--- config.mk ---
export PLATFORM = sky130hd
export DESIGN_NAME = telemetry_scheduler
export DESIGN_NICKNAME = d
export VERILOG_FILES = /design/src/rtl/telemetry_scheduler.sv
export SDC_FILE = /design/constraint.sdc
export NUM_CORES = 1
export LEC_CHECK = 0
export CORE_MARGIN = 8
export CORE_UTILIZATION = 51
export DETAILED_ROUTE_END_ITERATION = 10
export PLACE_DENSITY = 0.92
export SYNTH_ARGS = -nofsm -noshare
export SYNTH_HDL_FRONTEND = slang
export SYNTH_HIERARCHICAL = 1
export SYNTH_SLANG_ARGS = --single-unit
export TNS_END_PERCENT = 20
--- constraint.sdc ---
create_clock -name clk -period 4.3 [get_ports clk]
set_input_delay 0.86 -clock clk [delete_from_list [all_inputs] [get_ports clk]]
set_output_delay 0.86 -clock clk [all_outputs]
set_load 0.005 [all_outputs]
--- src/rtl/telemetry_scheduler.sv ---
// telemetry_scheduler
//   Rate-driven scheduler/arbiter sharing one telemetry_serialize link among
//   NUM_SRC packet sources in the 128 MHz transmit domain. Each source has a
//   period timer. On expiry the source is marked pending. Pending sources are
//   granted round-robin: trigger, capture the returned packet, and hand it to
//   the serializer when it is ready.
//
//   Optional feature macro: TELEM_SCHED_TIMEOUT_EN
//     defined   - WAIT gives up after TIMEOUT cycles and counts in timeout_count
//     undefined - WAIT waits forever and timeout_count is tied to 0
//
// Ports
//   clk              transmit clock
//   reset_clk        synchronous active-high reset
//   enable           scheduler enable (in-flight transaction always completes)
//   rate             per-source period, RATE_W bits each; 0 disables a source
//   src_trigger      one-cycle one-hot request to the granted source
//   src_data         packet bus from each source, PKT_W bits each
//   src_valid        per-source data-valid strobe
//   packet           packet to serializer, held between strobes
//   packet_valid     one-cycle strobe to serializer
//   serializer_ready serializer can accept a packet
//   busy             FSM not in IDLE
//   overrun_count    saturating count of periods lost to a still-pending source
//   timeout_count    saturating count of timed-out requests

// Per-source period timer: counts rate-1 .. 0 and ticks on 0.
module telemetry_sched_timer #(
  parameter int RATE_W = 16
) (
  input  logic              clk,
  input  logic              reset_clk,
  input  logic              act,
  input  logic [RATE_W-1:0] rate,
  output logic              tick
);
  logic [RATE_W-1:0] cnt, reload;

  assign reload = (rate == '0) ? '0 : rate - RATE_W'(1);
  assign tick   = act && (cnt == '0);

  always_ff @(posedge clk) begin
    if (reset_clk || !act || cnt == '0) cnt <= reload;
    else                                cnt <= cnt - RATE_W'(1);
  end
endmodule

module telemetry_scheduler #(
  parameter int NUM_SRC = 2,
  parameter int PKT_W   = 88,
  parameter int RATE_W  = 16,
  parameter int TIMEOUT = 255
) (
  input  logic                      clk,
  input  logic                      reset_clk,
  input  logic                      enable,
  input  logic [NUM_SRC*RATE_W-1:0] rate,
  output logic [NUM_SRC-1:0]        src_trigger,
  input  logic [NUM_SRC*PKT_W-1:0]  src_data,
  input  logic [NUM_SRC-1:0]        src_valid,
  output logic [PKT_W-1:0]          packet,
  output logic                      packet_valid,
  input  logic                      serializer_ready,
  output logic                      busy,
  output logic [15:0]               overrun_count,
  output logic [15:0]               timeout_count
);
  localparam int GW = (NUM_SRC > 1) ? $clog2(NUM_SRC) : 1;

  typedef enum logic [1:0] {IDLE, TRIG, WAIT, SEND} state_t;
  state_t state, state_nxt;

  logic [NUM_SRC-1:0]            act, tick, pending, clr, ovr_bits;
  logic [NUM_SRC-1:0][PKT_W-1:0] data_arr;
  logic [GW-1:0]                 grant, sel, cand;
  logic [PKT_W-1:0]              hold;
  logic [16:0]                   ovr_sum;
  logic                          go, tmo;
  int                            idx;

  assign data_arr = src_data;

  genvar i;
  generate
    for (i = 0; i < NUM_SRC; i++) begin : g_lane
      assign act[i] = enable && (rate[i*RATE_W +: RATE_W] != '0);
      telemetry_sched_timer #(.RATE_W(RATE_W)) u_tmr (
        .clk      (clk),
        .reset_clk(reset_clk),
        .act      (act[i]),
        .rate     (rate[i*RATE_W +: RATE_W]),
        .tick     (tick[i])
      );
    end
  endgenerate

  // Round-robin pick. grant doubles as the last-grant pointer; scanning from
  // the farthest candidate down means the nearest pending source wins.
  always_comb begin
    sel  = grant;
    cand = '0;
    idx  = 0;
    for (int k = NUM_SRC; k >= 1; k--) begin
      idx  = (int'(grant) + k) % NUM_SRC;
      cand = GW'(idx);
      if (pending[cand]) sel = cand;
    end
  end

  always_comb begin
    state_nxt = state;
    go        = 1'b0;
    case (state)
      IDLE: if (enable && pending != '0) begin
              go        = 1'b1;
              state_nxt = TRIG;
            end
      TRIG: state_nxt = WAIT;
      WAIT: if (src_valid[grant]) state_nxt = SEND;
            else if (tmo)         state_nxt = IDLE;
      SEND: if (serializer_ready) state_nxt = IDLE;
      default: state_nxt = IDLE;
    endcase
  end

  assign clr         = go ? (NUM_SRC'(1) << sel) : '0;
  // An expiry coinciding with the grant's clear re-arms the source, no overrun.
  assign ovr_bits    = tick & pending & ~clr;
  assign ovr_sum     = {1'b0, overrun_count} + 17'($countones(ovr_bits));
  assign src_trigger = (state == TRIG) ? (NUM_SRC'(1) << grant) : '0;
  assign busy        = (state != IDLE);

  always_ff @(posedge clk) begin
    if (reset_clk) begin
      state         <= IDLE;
      grant         <= GW'(NUM_SRC - 1);
      pending       <= '0;
      hold          <= '0;
      packet        <= '0;
      packet_valid  <= 1'b0;
      overrun_count <= '0;
    end else begin
      state         <= state_nxt;
      packet_valid  <= 1'b0;
      pending       <= ((pending & ~clr) | tick) & act;
      overrun_count <= ovr_sum[16] ? 16'hFFFF : ovr_sum[15:0];
      if (go) grant <= sel;
      if (state == WAIT && src_valid[grant]) hold <= data_arr[grant];
      if (state == SEND && serializer_ready) begin
        packet       <= hold;
        packet_valid <= 1'b1;
      end
    end
  end

`ifdef TELEM_SCHED_TIMEOUT_EN
  localparam int TW = $clog2(TIMEOUT + 1);
  logic [TW-1:0] wait_cnt;

  assign tmo = (wait_cnt == TW'(TIMEOUT));

  // wait_cnt reads 1 in the first WAIT cycle.
  always_ff @(posedge clk) begin
    if (reset_clk) begin
      wait_cnt      <= '0;
      timeout_count <= '0;
    end else begin
      if (state == TRIG)      wait_cnt <= TW'(1);
      else if (state == WAIT) wait_cnt <= wait_cnt + TW'(1);
      if (state == WAIT && !src_valid[grant] && tmo && timeout_count != 16'hFFFF)
        timeout_count <= timeout_count + 16'd1;
    end
  end
`else
  assign tmo           = 1'b0;
  assign timeout_count = '0;
`endif
endmodule

After elaboration in Yosys (flattened, before gate mapping)
Index checks and enable logic that the tools add are counted.
{"block": "word_totals", "ff_bits": 230, "in_bits": 214, "out_inout_bits": 124, "word_cells": 81}
{"block": "op_classes", "addsub": 8, "magnitude_cmp": 3, "eq_ne": 6, "shift": 2, "n_mux": 24, "bitwise": 6, "reduce_logical": 23}
{"op": "2-to-1 mux 88 bit", "n": 2}
{"op": "2-to-1 mux 16 bit", "n": 5}
{"op": "zero test 16 bit", "n": 4}
{"op": "subtractor 16 x 1 -> 16 bit, second input constant", "n": 4}
{"op": "nonzero test 16 bit", "n": 2}
{"op": "adder 16 x 2 -> 17 bit", "n": 1}
{"op": "2-to-1 mux 1 bit", "n": 11}
{"op": "2-to-1 mux 2 bit", "n": 5}
{"op": "bitwise AND 2 bit", "n": 4}
{"op": "case mux 2 bit (4 select lines)", "n": 1}
{"op": "logical AND 1 bit", "n": 7}
{"op": "< comparator 1 x 2 -> 1 bit, second input constant", "n": 3}
{"op": "inequality test 2 bit, second input constant", "n": 3}
{"op": "== test 2 bit, second input constant", "n": 2}
{"op": "logical OR 1 bit", "n": 4}
{"op": "nonzero test 2 bit", "n": 2}
{"op": "<< shifter 1 x 1 -> 2 bit, first input constant", "n": 2}
{"op": "AND reduction 3 bit", "n": 1}
{"op": "adder 1 bit, second input constant", "n": 2}
{"op": "adder 1 x 1 -> 2 bit", "n": 1}
{"op": "== test 2 x 1 -> 1 bit, second input constant", "n": 1}
{"op": "zero test 1 bit", "n": 2}
{"op": "zero test 2 bit", "n": 1}
{"op": "NOT 2 bit", "n": 1}
{"op": "bitwise OR 2 bit", "n": 1}

Depth between registers and ports, before layout
{"block": "depth", "ltp_word": 12, "depth_mapped": 13, "mapped_depth_nobuf": 11}

Hierarchy
The synthesis kept the hierarchy.
{"mod": "telemetry_scheduler", "instances": 1, "cells_each": 944, "area_per_inst_um2": 8441.8, "seq_area_each_um2": 3963.8}
{"mod": "telemetry_sched_timer", "instances": 2, "cells_each": 128, "area_per_inst_um2": 1146.1, "seq_area_each_um2": 320.3}

Worst setup path before layout
OpenSTA, ideal clock, no wires.
{"block": "synth_path", "path_kind": "in2reg", "start": "input rate[5]", "end": "register overrun_count[6]", "t_arrival_ps": 2904, "setup_slack_ps": 1319, "path_stages": 12, "path_buffers": 2, "path_cell_list": "nor4_1 -> a41oi_1 -> inv_1 -> nor2_1 -> and2_1 -> fa_1 -> ha_1 -> nand3_2 -> or4_1 -> clkbuf_1 -> buf_6 -> a31oi_1"}
{"block": "synth_between", "elab_chain_len": 8}
{"element": "start: declaration", "line_no": "57", "source": "input logic [NUM_SRC*RATE_W-1:0] rate,"}
{"element": "nonzero test 16 bit", "line_no": "86", "source": "assign act[i] = enable && (rate[i*RATE_W +: RATE_W] != '0);"}
{"element": "logical AND 1 bit", "line_no": "86"}
{"element": "named net act[0]", "line_no": "73", "source": "logic [NUM_SRC-1:0] act, tick, pending, clr, ovr_bits;"}
{"element": "logical AND 1 bit", "line_no": "40", "source": "assign tick = act && (cnt == '0);"}
{"element": "named net tick[0]", "line_no": "73"}
{"element": "bitwise AND 2 bit (2 in a row)", "line_no": "128", "source": "assign ovr_bits = tick & pending & ~clr;"}
{"element": "adder 1 x 1 -> 2 bit (not written as such)", "line_no": "129", "source": "assign ovr_sum = {1'b0, overrun_count} + 17'($countones(ovr_bits));"}
{"element": "adder 16 x 2 -> 17 bit", "line_no": "129"}
{"element": "2-to-1 mux 16 bit", "line_no": "146", "source": "overrun_count <= ovr_sum[16] ? 16'hFFFF : ovr_sum[15:0];"}
{"element": "end signal: assignment", "line_no": "146"}
{"element": "end: declaration", "line_no": "65", "source": "output logic [15:0] overrun_count,"}
The timed path passes the listed nets, and every way through them passes these cells.
A chain may end at the register's enable or synchronous reset.

Final worst setup path
{"block": "layout_path", "start": "input rate[21]", "end": "register overrun_count[1]"}
The elaborated chain is that of the path after synthesis.

==> impl_metrics.tcl <==
set metrics [dict create \
    status "completed" \
    min_period_over_period_pct 82.80 \
    path_delay_family "simple AND/OR/NAND/NOR gates" \
    grt_max_degree 104 \
    worstHoldPathCells 2 \
    clock_latency_ps 520 \
    use_met3_pct 5.243 \
    synth_top_family_by_area "compound AO/OA/AOI/OAI gates" \
    first_iter_violations 695 \
    power_uw 4834 \
    tightest_slew_ps 862.2 \
    met2_usage_pct 41.14 \
    area_growth_pct 37.70 \
    routed_wl_um 33170 \
    startpoint_type "primary input" \
    cts_buffers 24 \
    cts-root-buf "clkbuf_16" \
    synth_mux_area_share_pct 9.372 \
    nets 1695 \
    synth-xor-area-share_pct 3.590 \
    place_hpwl_um 23700 \
    dr.pass1.iters 5 \
    rr_startpoint "g_lane[1].u_tmr/cnt[8]$_DFF_P_" \
    grt_pass1_wl_um 51650 \
    track_usage_pct 23.88 \
    clk_pin_slew_worst_paths_ps 60 \
    cts_hold_buf 0 \
    synthSimpleGateAreaFrac_pct 15.54 \
    layout_common_cells "clkdlybuf4s50_1, dfxtp_1, nand2_1, a21oi_1, mux2i_1" \
    cts_tree "done" \
    port_buffers 321 \
    crit_path_end_kind "flop" \
    worst-path-buf-inv 2 \
    crit_slowest_cell "or4_1" \
    period_needed_ps 3560 \
    pre_cts_ws_ps 251.9 \
    cp.arrival_ps 3980 \
    ys.flop_type "dfxtp_1" \
    gp_congestion 0.8617 \
    antenna_found_initial 1 \
    leakage_uw 0.005511 \
    slew_headroom_pct 42.52 \
    grt-ovfl-total 0 \
    irDropWorstVdd_uv 285.6 \
    initial_core_util_pct 51.55 \
    hp-class "reg -> reg" \
    use_met1_pct 27.98 \
    drcViolationCount 0 \
    dr_total_vias 10017 \
    path_cells "clkdlybuf4s50_1 > nor4_1 > a41oi_1 > inv_1 > nor2_1 > and2_1 > fa_1 > ha_1 > nand3_2 > or4_1 > a21oi_1" \
    cp_max_fo 14 \
    max_freq_mhz 280.9 \
    synth_cell_types 60 \
    cp_slowest_stage_delay_ps 810 \
    whs_endpoint "packet[6]$_SDFFE_PP0P_" \
    worst_hold_slack_ps 441.7 \
    io_pins 338 \
    synth_cells 1200 \
    fin_setup_tns_ps 0 \
    drive_gt1_share_pct 6.941 \
    yosysWarnings 6 \
    htree_levels 1 \
    fp.dieH_um 161.1 \
    finalSetupViolCount 0 \
    seq_area_frac_synth_pct 42.90 \
    synth_area_mm2 0.01073 \
    cts.sinks 230 \
    r2r_cells 10 \
    layout_commonest_cell "clkdlybuf4s50_1" \
    via_per_inst 5.691 \
    p_per_area_mw_per_mm2 327.1 \
    routedWlPerCell_um 18.84 \
    floorplan.die_area_mm2 0.02595 \
    slew_viol_final 0 \
    holdCritStartpoint "hold[6]$_SDFFE_PP0P_" \
    r2r_setup_slack_ps 1110 \
    reg2reg_to "overrun_count[1]$_SDFF_PP0_" \
    syn_area_per_cell_um2 8.945 \
    hold_viol 0 \
    synth_compound_area_share_pct 21.20 \
    finClkSkew_ps 24.98 \
    max-cap-violations 0 \
    fp.coreArea_mm2 0.02082 \
    crit_type "in -> reg" \
    clockBufferDepth 3 \
    die_x_um 161.1 \
    synth_enable_flop_cells 0 \
    ant_nets 0 \
    yosys.area_share.adder_pct 1.585 \
    cts.repair.resized 0 \
    ys_seq_elements 230 \
    grt-busiest-layer "met2" \
    rsz0062_at_grt "false" \
    final.fill_count 1528 \
    cts_post_setup_buffers_inserted 0 \
    setup_slack_ps 739.6 \
    worstPathRequired_ps 4720 \
    grt_pass1_vias 9807 \
    rows 53 \
    ys_async_sr_fraction_pct 0 \
]
==> worst max path at each step <==
| stage | slack, ps | depth (start not counted) | to | from |
|---|---|---|---|---|
| global placement | 350 | 11 | overrun_count[0]$_SDFF_PP0_ | rate[0] |
| detailed placement | 250 | 11 | overrun_count[1]$_SDFF_PP0_ | rate[21] |
| finish | 740 | 11 | overrun_count[1]$_SDFF_PP0_ | rate[21] |
| global route | 460 | 11 | overrun_count[2]$_SDFF_PP0_ | rate[0] |
| floorplan | 1320 | 12 | overrun_count[6]$_SDFF_PP0_ | rate[5] |
| CTS | 770 | 11 | overrun_count[1]$_SDFF_PP0_ | rate[21] |
==> metal layers <==
metal  routed length [um]  up-vias
li1                     -     4812
met5                    0        -
met4                 1370        0
met3                 2300       81
met1                12930     4755
met2                16560      369
==> cells in the mapped netlist (3+ instances only) <==
| library cell | instances | area, um^2 |
|---|---|---|
| or4_1 | 8 | 60.06 |
| clkbuf_1 | 69 | 259.0 |
| nand2b_1 | 6 | 37.54 |
| xor2_1 | 24 | 210.2 |
| o31ai_1 | 4 | 30.03 |
| nor4_1 | 14 | 87.58 |
| xnor2_1 | 20 | 175.2 |
| o21ai_0 | 10 | 50.05 |
| o22ai_1 | 18 | 112.6 |
| and2_1 | 7 | 43.79 |
| nand4_1 | 5 | 31.28 |
| a41oi_1 | 3 | 26.28 |
| nand2_1 | 197 | 739.5 |
| a31oi_1 | 11 | 68.82 |
| o21a_1 | 4 | 30.03 |
| nand3b_1 | 6 | 45.04 |
| nor4_4 | 6 | 127.6 |
| o41ai_1 | 4 | 35.03 |
| buf_4 | 18 | 135.1 |
| nand4b_1 | 3 | 26.28 |
| a211oi_1 | 68 | 510.5 |
| mux2i_1 | 99 | 991.0 |
| nor4_2 | 4 | 50.05 |
| buf_6 | 8 | 90.09 |
| o211a_1 | 3 | 30.03 |
| buf_2 | 4 | 20.02 |
| inv_1 | 25 | 93.84 |
| nor2_1 | 21 | 78.83 |
| a21boi_0 | 4 | 30.03 |
| buf_1 | 6 | 22.52 |
| ha_1 | 12 | 150.1 |
| dfxtp_1 | 230 | 4604 |
| nor3_1 | 15 | 75.07 |
| a211oi_2 | 20 | 250.2 |
| or3_1 | 7 | 43.79 |
| nand3_1 | 11 | 55.05 |
| nor2b_1 | 4 | 25.02 |
| a21oi_1 | 187 | 935.9 |
==> through the flow <==
step | cells | util, % | area, um^2
after global placement | 1717 | 67.09 | 13970
after floorplan | 1215 | - | 10790
after global routing | 1760 | 70.98 | 14780
final | 1760 | 70.98 | 14780
after CTS | 1759 | 70.97 | 14780
after detailed placement | 1717 | 67.09 | 13970
==> cells by family (layout without fill, tap and decap cells) <==
group,Yosys count,count (layout)
AO/OA/AOI/OAI,352,352
AND/OR/NAND/NOR,330,330
flip-flops,230,230
buffers and inverters,130,399
multiplexers,100,100
XOR/XNOR,44,44
adder cells (fa/ha/maj),13,13
other,1,17
==> layout make-up <==
type	count	area, um^2	share of cell area, %
multi-input combinational	855	5589	37.81
clock buffer	31	678.2	4.588
inverter	25	93.84	0.6349
timing repair buffer	332	3334	22.56
antenna	1	2.502	0.01693
sequential	230	4608	31.18
tap	275	344.1	2.328
clock inverter	11	130.1	0.8804
==> flip-flops by register name (all words and copies together), names as in the netlist <==
signal            count
g_lane.u_tmr/cnt     32
state                 2
grant                 1
pending               2
hold                 88
packet_valid          1
overrun_count        16
packet               88
==> worst register-to-register path: stages, from the launching register on <==
cell and delay (ps):
dfxtp_1 350, nor4_2 410, and3b_1 280, nand3_1 90, nor2_1 140, and2_1 160, fa_1 220, ha_1 230
nand3_2 160, or4_1 810, a21oi_1 250
==> report_power, final <==
group | switching (uW) | leakage, uW | internal [uW]
combinational | 236 | 0.00325 | 297
sequential | 45.9 | 0.00186 | 2170
clock | 842 | 0.000397 | 1240
Power figures use the tool's default switching activity.
